**src/rtl/rv_csr_mt_if.sv**
```systemverilog
// rv_csr_mt_if: request/response bus of the multi-hart CSR file.
//   master : execute-stage side, drives req_*, receives resp_*
//   slave  : CSR file side, receives req_*, drives resp_*
// Signals:
//   req_valid    CSR access request
//   req_hart     target hart (HART_W bits)
//   req_addr     12-bit CSR address
//   req_op       00 READ, 01 WRITE, 10 SET, 11 CLEAR
//   req_wdata    operand / mask
//   resp_valid   response strobe, one cycle after an accepted request
//   resp_rdata   old CSR value
//   resp_illegal access is illegal
interface rv_csr_mt_if #(
    parameter int HART_W = 2
) ();
    logic              req_valid;
    logic [HART_W-1:0] req_hart;
    logic [11:0]       req_addr;
    logic [1:0]        req_op;
    logic [31:0]       req_wdata;
    logic              resp_valid;
    logic [31:0]       resp_rdata;
    logic              resp_illegal;

    modport master (
        output req_valid, req_hart, req_addr, req_op, req_wdata,
        input  resp_valid, resp_rdata, resp_illegal
    );

    modport slave (
        input  req_valid, req_hart, req_addr, req_op, req_wdata,
        output resp_valid, resp_rdata, resp_illegal
    );
endinterface

```
**src/rtl/rv_csr_mt.sv**
```systemverilog
// rv_csr_mt: machine-mode CSR file for a multithreaded RISC-V core.
// Private CSR bank per hart (mstatus, mie, mtvec, mscratch, mepc, mcause,
// mtval), a shared mcycle counter and per-hart minstret counters.
// Performs CSRRW/CSRRS/CSRRC atomically; responds one cycle after accept.
// Ports:
//   clk, rst      clock, synchronous active-high reset
//   en            request accept enable (counters ignore it)
//   bus           rv_csr_mt_if.slave request/response bus
//   retire_valid  one instruction retired this cycle
//   retire_hart   hart of the retired instruction
// Optional feature macro RV_CSR_MT_COUNTINHIBIT_EN: adds a shared
// mcountinhibit at 0x320 (bit 0 freezes mcycle, bit 2 freezes minstret).
module rv_csr_mt #(
    parameter int          NUM_HARTS   = 4,
    parameter int          HART_W      = 2,
    parameter logic [31:0] MTVEC_RESET = 32'h0000_0000,
    parameter int          CNT_WIDTH   = 64
) (
    input  logic              clk,
    input  logic              rst,
    input  logic              en,
    rv_csr_mt_if.slave        bus,
    input  logic              retire_valid,
    input  logic [HART_W-1:0] retire_hart
);
    localparam int IDX_W = (NUM_HARTS > 1) ? $clog2(NUM_HARTS) : 1;
    localparam int HI_W  = CNT_WIDTH - 32;
    localparam logic [CNT_WIDTH-1:0] CNT_ONE = CNT_WIDTH'(1);

    typedef enum logic [1:0] {
        OP_READ  = 2'b00,
        OP_WRITE = 2'b01,
        OP_SET   = 2'b10,
        OP_CLEAR = 2'b11
    } op_e;

    typedef enum logic [2:0] {
        S_MSTATUS,
        S_MIE,
        S_MTVEC,
        S_MSCRATCH,
        S_MEPC,
        S_MCAUSE,
        S_MTVAL
    } slot_e;

    logic [31:0]          bank     [NUM_HARTS][7];
    logic [CNT_WIDTH-1:0] mcycle;
    logic [CNT_WIDTH-1:0] minstret [NUM_HARTS];

    op_e              op;
    logic             accept;
    logic             hart_ok;
    logic [IDX_W-1:0] hidx;
    logic             addr_ok;
    logic             in_bank;
    slot_e            slot;
    logic [31:0]      wmask;
    logic [31:0]      old;
    logic [31:0]      wnew;
    logic             illegal;
    logic             do_write;
    logic             cy_run;
    logic             ir_run;

    assign op      = op_e'(bus.req_op);
    assign accept  = bus.req_valid & en;
    assign hart_ok = 32'(bus.req_hart) < 32'(NUM_HARTS);
    // Out-of-range harts are illegal anyway; clamp so array reads stay in bounds.
    assign hidx    = hart_ok ? IDX_W'(bus.req_hart) : '0;

`ifdef RV_CSR_MT_COUNTINHIBIT_EN
    logic [31:0] mcountinhibit;
    assign cy_run = ~mcountinhibit[0];
    assign ir_run = ~mcountinhibit[2];
`else
    assign cy_run = 1'b1;
    assign ir_run = 1'b1;
`endif

    // Address decode and old-value read.
    always_comb begin
        addr_ok = 1'b1;
        in_bank = 1'b0;
        slot    = S_MSTATUS;
        wmask   = '1;
        old     = '0;
        case (bus.req_addr)
            12'h300: begin in_bank = 1'b1; slot = S_MSTATUS;  wmask = 32'h0000_0088; end
            12'h304: begin in_bank = 1'b1; slot = S_MIE;      wmask = 32'h0000_0888; end
            12'h305: begin in_bank = 1'b1; slot = S_MTVEC;    wmask = 32'hFFFF_FFFC; end
            12'h340: begin in_bank = 1'b1; slot = S_MSCRATCH; end
            12'h341: begin in_bank = 1'b1; slot = S_MEPC;     wmask = 32'hFFFF_FFFE; end
            12'h342: begin in_bank = 1'b1; slot = S_MCAUSE;   end
            12'h343: begin in_bank = 1'b1; slot = S_MTVAL;    end
            12'hB00, 12'hC00: old = mcycle[31:0];
            12'hB80, 12'hC80: old = 32'(mcycle[CNT_WIDTH-1:32]);
            12'hB02, 12'hC02: old = minstret[hidx][31:0];
            12'hB82, 12'hC82: old = 32'(minstret[hidx][CNT_WIDTH-1:32]);
            12'hF14:          old = 32'(bus.req_hart);
`ifdef RV_CSR_MT_COUNTINHIBIT_EN
            12'h320: begin old = mcountinhibit; wmask = 32'h0000_0005; end
`endif
            default: addr_ok = 1'b0;
        endcase
        if (in_bank) begin
            old = bank[hidx][slot];
        end
    end

    always_comb begin
        illegal = ~addr_ok | ~hart_ok |
                  ((op != OP_READ) && (bus.req_addr[11:10] == 2'b11));
        case (op)
            OP_WRITE: wnew = bus.req_wdata;
            OP_SET:   wnew = old | bus.req_wdata;
            OP_CLEAR: wnew = old & ~bus.req_wdata;
            default:  wnew = old;
        endcase
        do_write = accept & ~illegal & (op != OP_READ);
    end

    // Per-hart CSR bank.
    always_ff @(posedge clk) begin
        if (rst) begin
            for (int unsigned h = 0; h < NUM_HARTS; h++) begin
                for (int unsigned s = 0; s < 7; s++) begin
                    bank[h][s] <= '0;
                end
                bank[h][S_MTVEC] <= MTVEC_RESET & 32'hFFFF_FFFC;
            end
        end else if (do_write && in_bank) begin
            bank[hidx][slot] <= wnew & wmask;
        end
    end

`ifdef RV_CSR_MT_COUNTINHIBIT_EN
    always_ff @(posedge clk) begin
        if (rst) begin
            mcountinhibit <= '0;
        end else if (do_write && bus.req_addr == 12'h320) begin
            mcountinhibit <= wnew & wmask;
        end
    end
`endif

    // Counters: a CSR write replaces one half and suppresses that cycle's increment.
    always_ff @(posedge clk) begin
        if (rst) begin
            mcycle <= '0;
        end else if (do_write && bus.req_addr == 12'hB00) begin
            mcycle <= {mcycle[CNT_WIDTH-1:32], wnew};
        end else if (do_write && bus.req_addr == 12'hB80) begin
            mcycle <= {wnew[HI_W-1:0], mcycle[31:0]};
        end else if (cy_run) begin
            mcycle <= mcycle + CNT_ONE;
        end
    end

    always_ff @(posedge clk) begin
        for (int unsigned h = 0; h < NUM_HARTS; h++) begin
            if (rst) begin
                minstret[h] <= '0;
            end else if (do_write && 32'(hidx) == h && bus.req_addr == 12'hB02) begin
                minstret[h] <= {minstret[h][CNT_WIDTH-1:32], wnew};
            end else if (do_write && 32'(hidx) == h && bus.req_addr == 12'hB82) begin
                minstret[h] <= {wnew[HI_W-1:0], minstret[h][31:0]};
            end else if (ir_run && retire_valid && 32'(retire_hart) == h) begin
                minstret[h] <= minstret[h] + CNT_ONE;
            end
        end
    end

    // Response: rdata/illegal hold between accepted requests.
    always_ff @(posedge clk) begin
        if (rst) begin
            bus.resp_valid   <= 1'b0;
            bus.resp_rdata   <= '0;
            bus.resp_illegal <= 1'b0;
        end else begin
            bus.resp_valid <= accept;
            if (accept) begin
                bus.resp_rdata   <= illegal ? '0 : old;
                bus.resp_illegal <= illegal;
            end
        end
    end
endmodule

```
**src/flat_wrapper.sv**
```systemverilog
// flat-port wrapper written by rule: the top's interface ports become plain ports
module rv_csr_mt_flat 
#(
    parameter int          NUM_HARTS   = 4,
    parameter int          HART_W      = 2,
    parameter logic [31:0] MTVEC_RESET = 32'h0000_0000,
    parameter int          CNT_WIDTH   = 64
)
  (clk, rst, en, retire_valid, retire_hart, bus_req_valid, bus_req_hart, bus_req_addr, bus_req_op, bus_req_wdata, bus_resp_valid, bus_resp_rdata, bus_resp_illegal);
  rv_csr_mt_if #(.HART_W(HART_W)) bus_i ();
  input  logic clk;
  input  logic rst;
  input  logic en;
  input  logic retire_valid;
  input  logic [HART_W-1:0] retire_hart;
  input wire logic [$bits(bus_i.req_valid)-1:0] bus_req_valid;
  input wire logic [$bits(bus_i.req_hart)-1:0] bus_req_hart;
  input wire logic [$bits(bus_i.req_addr)-1:0] bus_req_addr;
  input wire logic [$bits(bus_i.req_op)-1:0] bus_req_op;
  input wire logic [$bits(bus_i.req_wdata)-1:0] bus_req_wdata;
  output wire logic [$bits(bus_i.resp_valid)-1:0] bus_resp_valid;
  output wire logic [$bits(bus_i.resp_rdata)-1:0] bus_resp_rdata;
  output wire logic [$bits(bus_i.resp_illegal)-1:0] bus_resp_illegal;
  assign bus_i.req_valid = bus_req_valid;
  assign bus_i.req_hart = bus_req_hart;
  assign bus_i.req_addr = bus_req_addr;
  assign bus_i.req_op = bus_req_op;
  assign bus_i.req_wdata = bus_req_wdata;
  assign bus_resp_valid = bus_i.resp_valid;
  assign bus_resp_rdata = bus_i.resp_rdata;
  assign bus_resp_illegal = bus_i.resp_illegal;
  rv_csr_mt #(.NUM_HARTS(NUM_HARTS), .HART_W(HART_W), .MTVEC_RESET(MTVEC_RESET), .CNT_WIDTH(CNT_WIDTH)) u_core (.clk(clk), .rst(rst), .en(en), .bus(bus_i), .retire_valid(retire_valid), .retire_hart(retire_hart));
endmodule
```
**config.mk**
```make
export PLATFORM = sky130hd
export DESIGN_NAME = rv_csr_mt_flat
export DESIGN_NICKNAME = d
export VERILOG_FILES = /design/src/rtl/rv_csr_mt_if.sv /design/src/rtl/rv_csr_mt.sv /design/src/flat_wrapper.sv
export SDC_FILE = /design/constraint.sdc
export NUM_CORES = 2
export LEC_CHECK = 0
export CAP_MARGIN = 10
export CORE_MARGIN = 4
export CORE_UTILIZATION = 45
export CTS_BUF_LIST = sky130_fd_sc_hd__clkbuf_8
export DETAILED_ROUTE_END_ITERATION = 8
export HOLD_SLACK_MARGIN = 0.1
export PLACE_DENSITY = 0.71
export SYNTH_ARGS = -nofsm -noshare
export SYNTH_HDL_FRONTEND = slang
export SYNTH_SLANG_ARGS = --single-unit
```
**constraint.sdc**
```tcl
create_clock -name clk -period 5.03 [get_ports clk]
set_clock_uncertainty 0.15 [all_clocks]
set_input_delay 0.503 -clock clk [delete_from_list [all_inputs] [get_ports clk]]
set_output_delay 0.503 -clock clk [all_outputs]
set_load 0.1 [all_outputs]
```
* Word-level counts from Yosys, hierarchy flattened
Memories as Yosys holds them, arrays and structs flattened.
Cells that the tools add are included.
** Word-level totals
- ROM bits :: 0
- Memory bits (writable) :: 1152
- Bits in registers :: 98
- Logic and storage cells :: 186
- Input bits :: 55
- Memories :: 2
- Output and inout bits :: 34
- Bits in latches :: 0
** Memory list
- u_core.bank :: depth 4, bits a word 224, read ports 1, clocked after memory_dff 0, write ports 4, line rv_csr_mt.sv:47 : logic [31:0] bank [NUM_HARTS][7];
- u_core.minstret :: depth 4, bits a word 64, read ports 5, clocked after memory_dff 0, write ports 4, line rv_csr_mt.sv:49 : logic [CNT_WIDTH-1:0] minstret [NUM_HARTS];
** Cells by class
- Multipliers :: 0
- Shifts and indexed selects :: 0
- Add/sub/neg operators :: 5
- Bitwise logic cells :: 27
- Reductions and logical operators :: 31
- Magnitude comparators :: 2
- Equality and inequality tests :: 27
- Div/mod/pow operators :: 0
- Muxes and demuxes :: 87
** Operators by type and width (number)
- $mux W64 :: 13
- $mux W224 :: 3
- $add A64 B1 Y64 const B :: 5
- $mux W32 :: 10
- $reduce_or A224 Y1 :: 1
- $pmux W32 S5 :: 1
- $pmux W32 S4 :: 1
- $eq A12 B12 Y1 const B :: 9
- $bmux W32 S3 :: 1
- $demux W32 S3 :: 1
- $pmux W32 S3 :: 1
- $eq A12 B10 Y1 const B :: 7
- $and A32 B32 Y32 :: 2
- $mux W1 :: 54
- $not A32 Y32 :: 1
- $or A32 B32 Y32 :: 1
- $logic_and A1 B1 Y1 :: 21
- $pmux W3 S6 :: 1
- $or A1 B1 Y1 :: 17
- $reduce_or A16 Y1 :: 1
- $eq A2 B2 Y1 const B :: 7
- $reduce_or A2 Y1 :: 4
- $reduce_or A7 Y1 :: 1
- $eq A2 B1 Y1 const B :: 3
- other kinds (9) :: 13

* Logic depth before layout (Yosys ltp)
- Depth in word-level cells :: 16
- Mapped depth :: 13
- Depth with buffers taken out :: 9

* Worst setup path after synthesis
OpenSTA, ideal clock, no wires.
- Path type :: input port to flip-flop
- Start :: input bus_req_addr[6]
- End :: memory u_core.minstret[3][0], enable pin
- Path buffers :: 3
- Path slack :: -0.237 ns
- Stages :: 9
- Setup time :: 0.466 ns
- Data arrival time :: 4.652 ns
- Data required time :: 4.414 ns
- Path through :: buf_6 > or4_1 > clkbuf_1 > nor3_4 > o21a_1 > buf_2 > o31a_1 > nand3_1 > o21ai_0
** RTL lines
- start: declaration :: line flat_wrapper.sv:18 : input wire logic [$bits(bus_i.req_addr)-1:0] bus_req_addr;
- end: declaration :: line rv_csr_mt.sv:49

==> impl_metrics.json <==
{
  "min_period_ns": 4.229,
  "power_density_nw_per_um2": 320.8,
  "avgSynthCellArea_um2": 12.73,
  "cts_sinks": 1250,
  "ys_warn_count": 0,
  "peakVddDrop_uv": 215.0,
  "coreArea_um2": 135600,
  "relSlewSlack_pct": 11.72,
  "synth_cells": 4833,
  "rsz0062_at_grt": "no",
  "timing.rr.end": "u_core.minstret[2][57]",
  "drt_iter0_drc": 7451,
  "multiInputGateArea_um2": 23890,
  "root_buffer": "clkbuf_8",
  "dieArea_um2": 142700,
  "die_h_um": 377.7,
  "fill_cells": 11326,
  "synth-edff-count": 1152,
  "route.antenna.remaining_nets": 0,
  "dr.pass1.iters": 7,
  "cts-buffers-inserted": 197,
  "min_path_cells": 3,
  "crit_required_ns": 5.67,
  "hold_viol": 0,
  "clk_latency_ns": 0.95,
  "grt_max_degree": 88,
  "ys_types": 96,
  "grt_remaining_overflow": 0,
  "wl_per_cell_um": 29.04,
  "setup-violations-final": 0,
  "dpl_cell_area_um2": 67010,
  "async_reset_ff_share_pct": 0,
  "worst-r2r-setup-slack_ns": 1.16,
  "row_count": 135,
  "grt_pass1_wl_mm": 302.2,
  "die_x_um": 377.7,
  "cp_max_fo": 20,
  "pin_count": 89,
  "status": "finished clean",
  "layout.nets": 5335,
  "min_from": "en",
  "worst_slew_pin_slew_ns": 1.316,
  "grt_pass1_vias": 43763,
  "r2r_cells": 8,
  "ys_seq_elements": 1250,
  "gp_congestion": 1.005,
  "fin_crit_sh_pct": 84.08,
  "hpwlAfterDp_mm": 140.5,
  "antenna_found_initial": 10,
  "wl_mm": 209.5,
  "postCtsSetupBuffers": 0,
  "max_cap_violations": 0,
  "yosys_most_used_dff": "edfxtp_1",
  "clock_path_buffers": 3,
  "drive_gt1_share_pct": 17.99,
  "syn2layout_area_growth_pct": 15.16,
  "cp-start-kind": "input port",
  "grt_usage_pct": 29.07,
  "yosysSeqAreaShare_pct": 59.44,
  "register_area_um2": 36560,
  "fin_total_pwr_w": 0.02272,
  "syn-cell-area_um2": 61500,
  "via_count": 46070,
  "max_freq_mhz": 236.5,
  "critPathArrivalTime_ns": 4.87,
  "holdPathEnd": "u_core.bus.resp_illegal",
  "port_buffers": 88,
  "design_area_um2": 70830,
  "hold_path_class": "in -> reg",
  "cts_tree": "done",
  "endpoint_kind": "register",
  "worstReg2RegStart": "u_core.minstret[2][15]",
  "htreeDepth": 4,
  "p_leak_nw": 23.43,
  "drt-vias-per-instance": 6.386,
  "clk_pin_slew_worst_paths_ns": 0.06,
  "critPathKind": "in -> reg",
  "route.detailed.drc": 0,
  "slew_viol_final": 0,
  "initial_utilization_pct": 45.34
}
area by class of cell:
class / instances / share of cell area, %
timing repair buffer: 392 / 5.459
antenna: 3 / 0.01060
clock inverter: 150 / 1.383
multi-input combinational: 3303 / 33.73
clock buffer: 204 / 3.964
inverter: 131 / 0.6943
tap: 1781 / 3.146
sequential: 1250 / 51.61
timing repair:
item / in CTS / in global routing
hold buffers: 2 / 0
hold endpoints to repair: 36 / 0
gates resized for setup: 0 / 0
flip-flops by register name, indices dropped and copies added (netlist names):
register,flops
u_core.mcycle,64
u_core.bus.resp_illegal,1
u_core.bank,896
u_core.bus.resp_valid,1
u_core.bus.resp_rdata,32
u_core.minstret,256
layout by cell type (no fill, tap or decap), drive strengths merged, types with 10 or more instances in the layout:
cell type,netlist,routed
and2,12,12
o211ai,134,134
inv,129,207
o221ai,17,17
xor2,141,141
clkdlybuf4s50,0,83
clkinv,2,64
mux2,19,19
mux4,287,287
a22oi,10,10
nand4,74,74
mux2i,54,54
nand3,135,135
dfxtp,98,98
edfxtp,1152,1152
nor2b,26,26
o31a,12,12
a31oi,35,35
xnor2,134,134
o21ai,108,108
and4,36,36
nor2,830,830
clkbuf,261,204
or3,14,14
a21oi,79,79
a211oi,46,46
a221o,28,28
o22ai,261,261
nand2,230,230
and3,45,45
conb,1,248
nor3,119,119
buf,135,307
o221a,24,24
nor4,32,32
synthesized netlist by cell type, types with 28 or more instances:
library cell  number  share of area [%]
edfxtp_1        1152                 56
nor2_1           829                5.1
mux4_2           287                 11
clkbuf_1         261                1.6
o22ai_1          261                2.7
nand2_1          230                1.4
xor2_1           141                2.0
nand3_1          135                1.1
xnor2_1          134                1.9
inv_1            129               0.79
o211ai_1         128                1.6
nor3_1           116               0.94
dfxtp_1           98                3.2
buf_2             94               0.76
o21ai_0           83               0.68
a21oi_1           78               0.63
nand4_1           74               0.75
mux2i_1           54               0.88
a211oi_1          45               0.55
and3_1            45               0.46
and4_1            36               0.51
nor4_1            29               0.29
a221o_1           28               0.46
per-layer routing:
| metal | vias to the layer above | part of all wire [%] | track usage (%) |
|---|---|---|---|
| met1 | 22830 | 36 | 39.23 |
| met2 | 3489 | 43 | 41.56 |
| met3 | 568 | 15 | 9.459 |
| met5 | - | 0.034 | 0 |
| met4 | 12 | 6.3 | 16.17 |
| li1 | 19171 | - | - |
per-stage QoR:
stage / cells / util, % / setup TNS, ns / hold slack [ns] / worst slack (ns)
after floorplan: 5080 / - / -15.20 / 0.3420 / -0.2374
after global placement: 6855 / 49.40 / -2.073 / 0.3206 / -0.1097
after detailed placement: 6855 / 49.41 / 0 / 0.3334 / 0.01350
after CTS: 7211 / 52.21 / 0 / 0.1493 / 1.004
after global routing: 7213 / 52.22 / 0 / 0.2665 / 0.5808
final: 7214 / 52.22 / 0 / 0.2122 / 0.8008
worst max-delay path, cell delays in order:
cell and delay (ns):
clkdlybuf4s50_1 0.56, or4_1 0.66, nor3_4 0.25, buf_12 0.21, buf_4 0.21, o221ai_1 0.12, a211oi_1 1.02, a31oi_1 0.18
buf_4 0.19, o21ai_0 0.24, o211ai_1 0.29, buf_12 0.26, nor2_1 0.11
worst max-delay path by stage:
stage	slack, ns	to	from
after CTS	1.00	u_core.bank[2][19]	bus_req_addr[6]
after detailed placement	0.01	u_core.bank[2][19]	bus_req_addr[6]
final	0.80	u_core.bank[2][19]	bus_req_addr[6]
after global routing	0.58	u_core.bank[0][147]	bus_req_addr[6]
after floorplan	-0.24	u_core.minstret[3][0]	bus_req_addr[6]
after global placement	-0.11	u_core.bank[0][110]	bus_req_addr[6]
report_power, final:
| group | switching (W) | internal [W] | total [W] |
|---|---|---|---|
| Clock | 0.00424 | 0.00426 | 0.00850 |
| Sequential | 0.000273 | 0.0119 | 0.0122 |
| Combinational | 0.00129 | 0.000760 | 0.00205 |
cell families after synthesis:
kind of cell | count (synthesis) | share of synthesized area (%)
XOR/XNOR | 275 | 3.916
AND/OR/NAND/NOR | 1599 | 11.80
buffers and inverters | 527 | 3.578
AO/OA/AOI/OAI | 816 | 9.429
multiplexers | 360 | 11.74
adder cells (fa/ha/maj) | 5 | 0.1017
flip-flops | 1250 | 59.44
other | 1 | 0.006097
No activity file was read; power rests on OpenSTA's default activity.
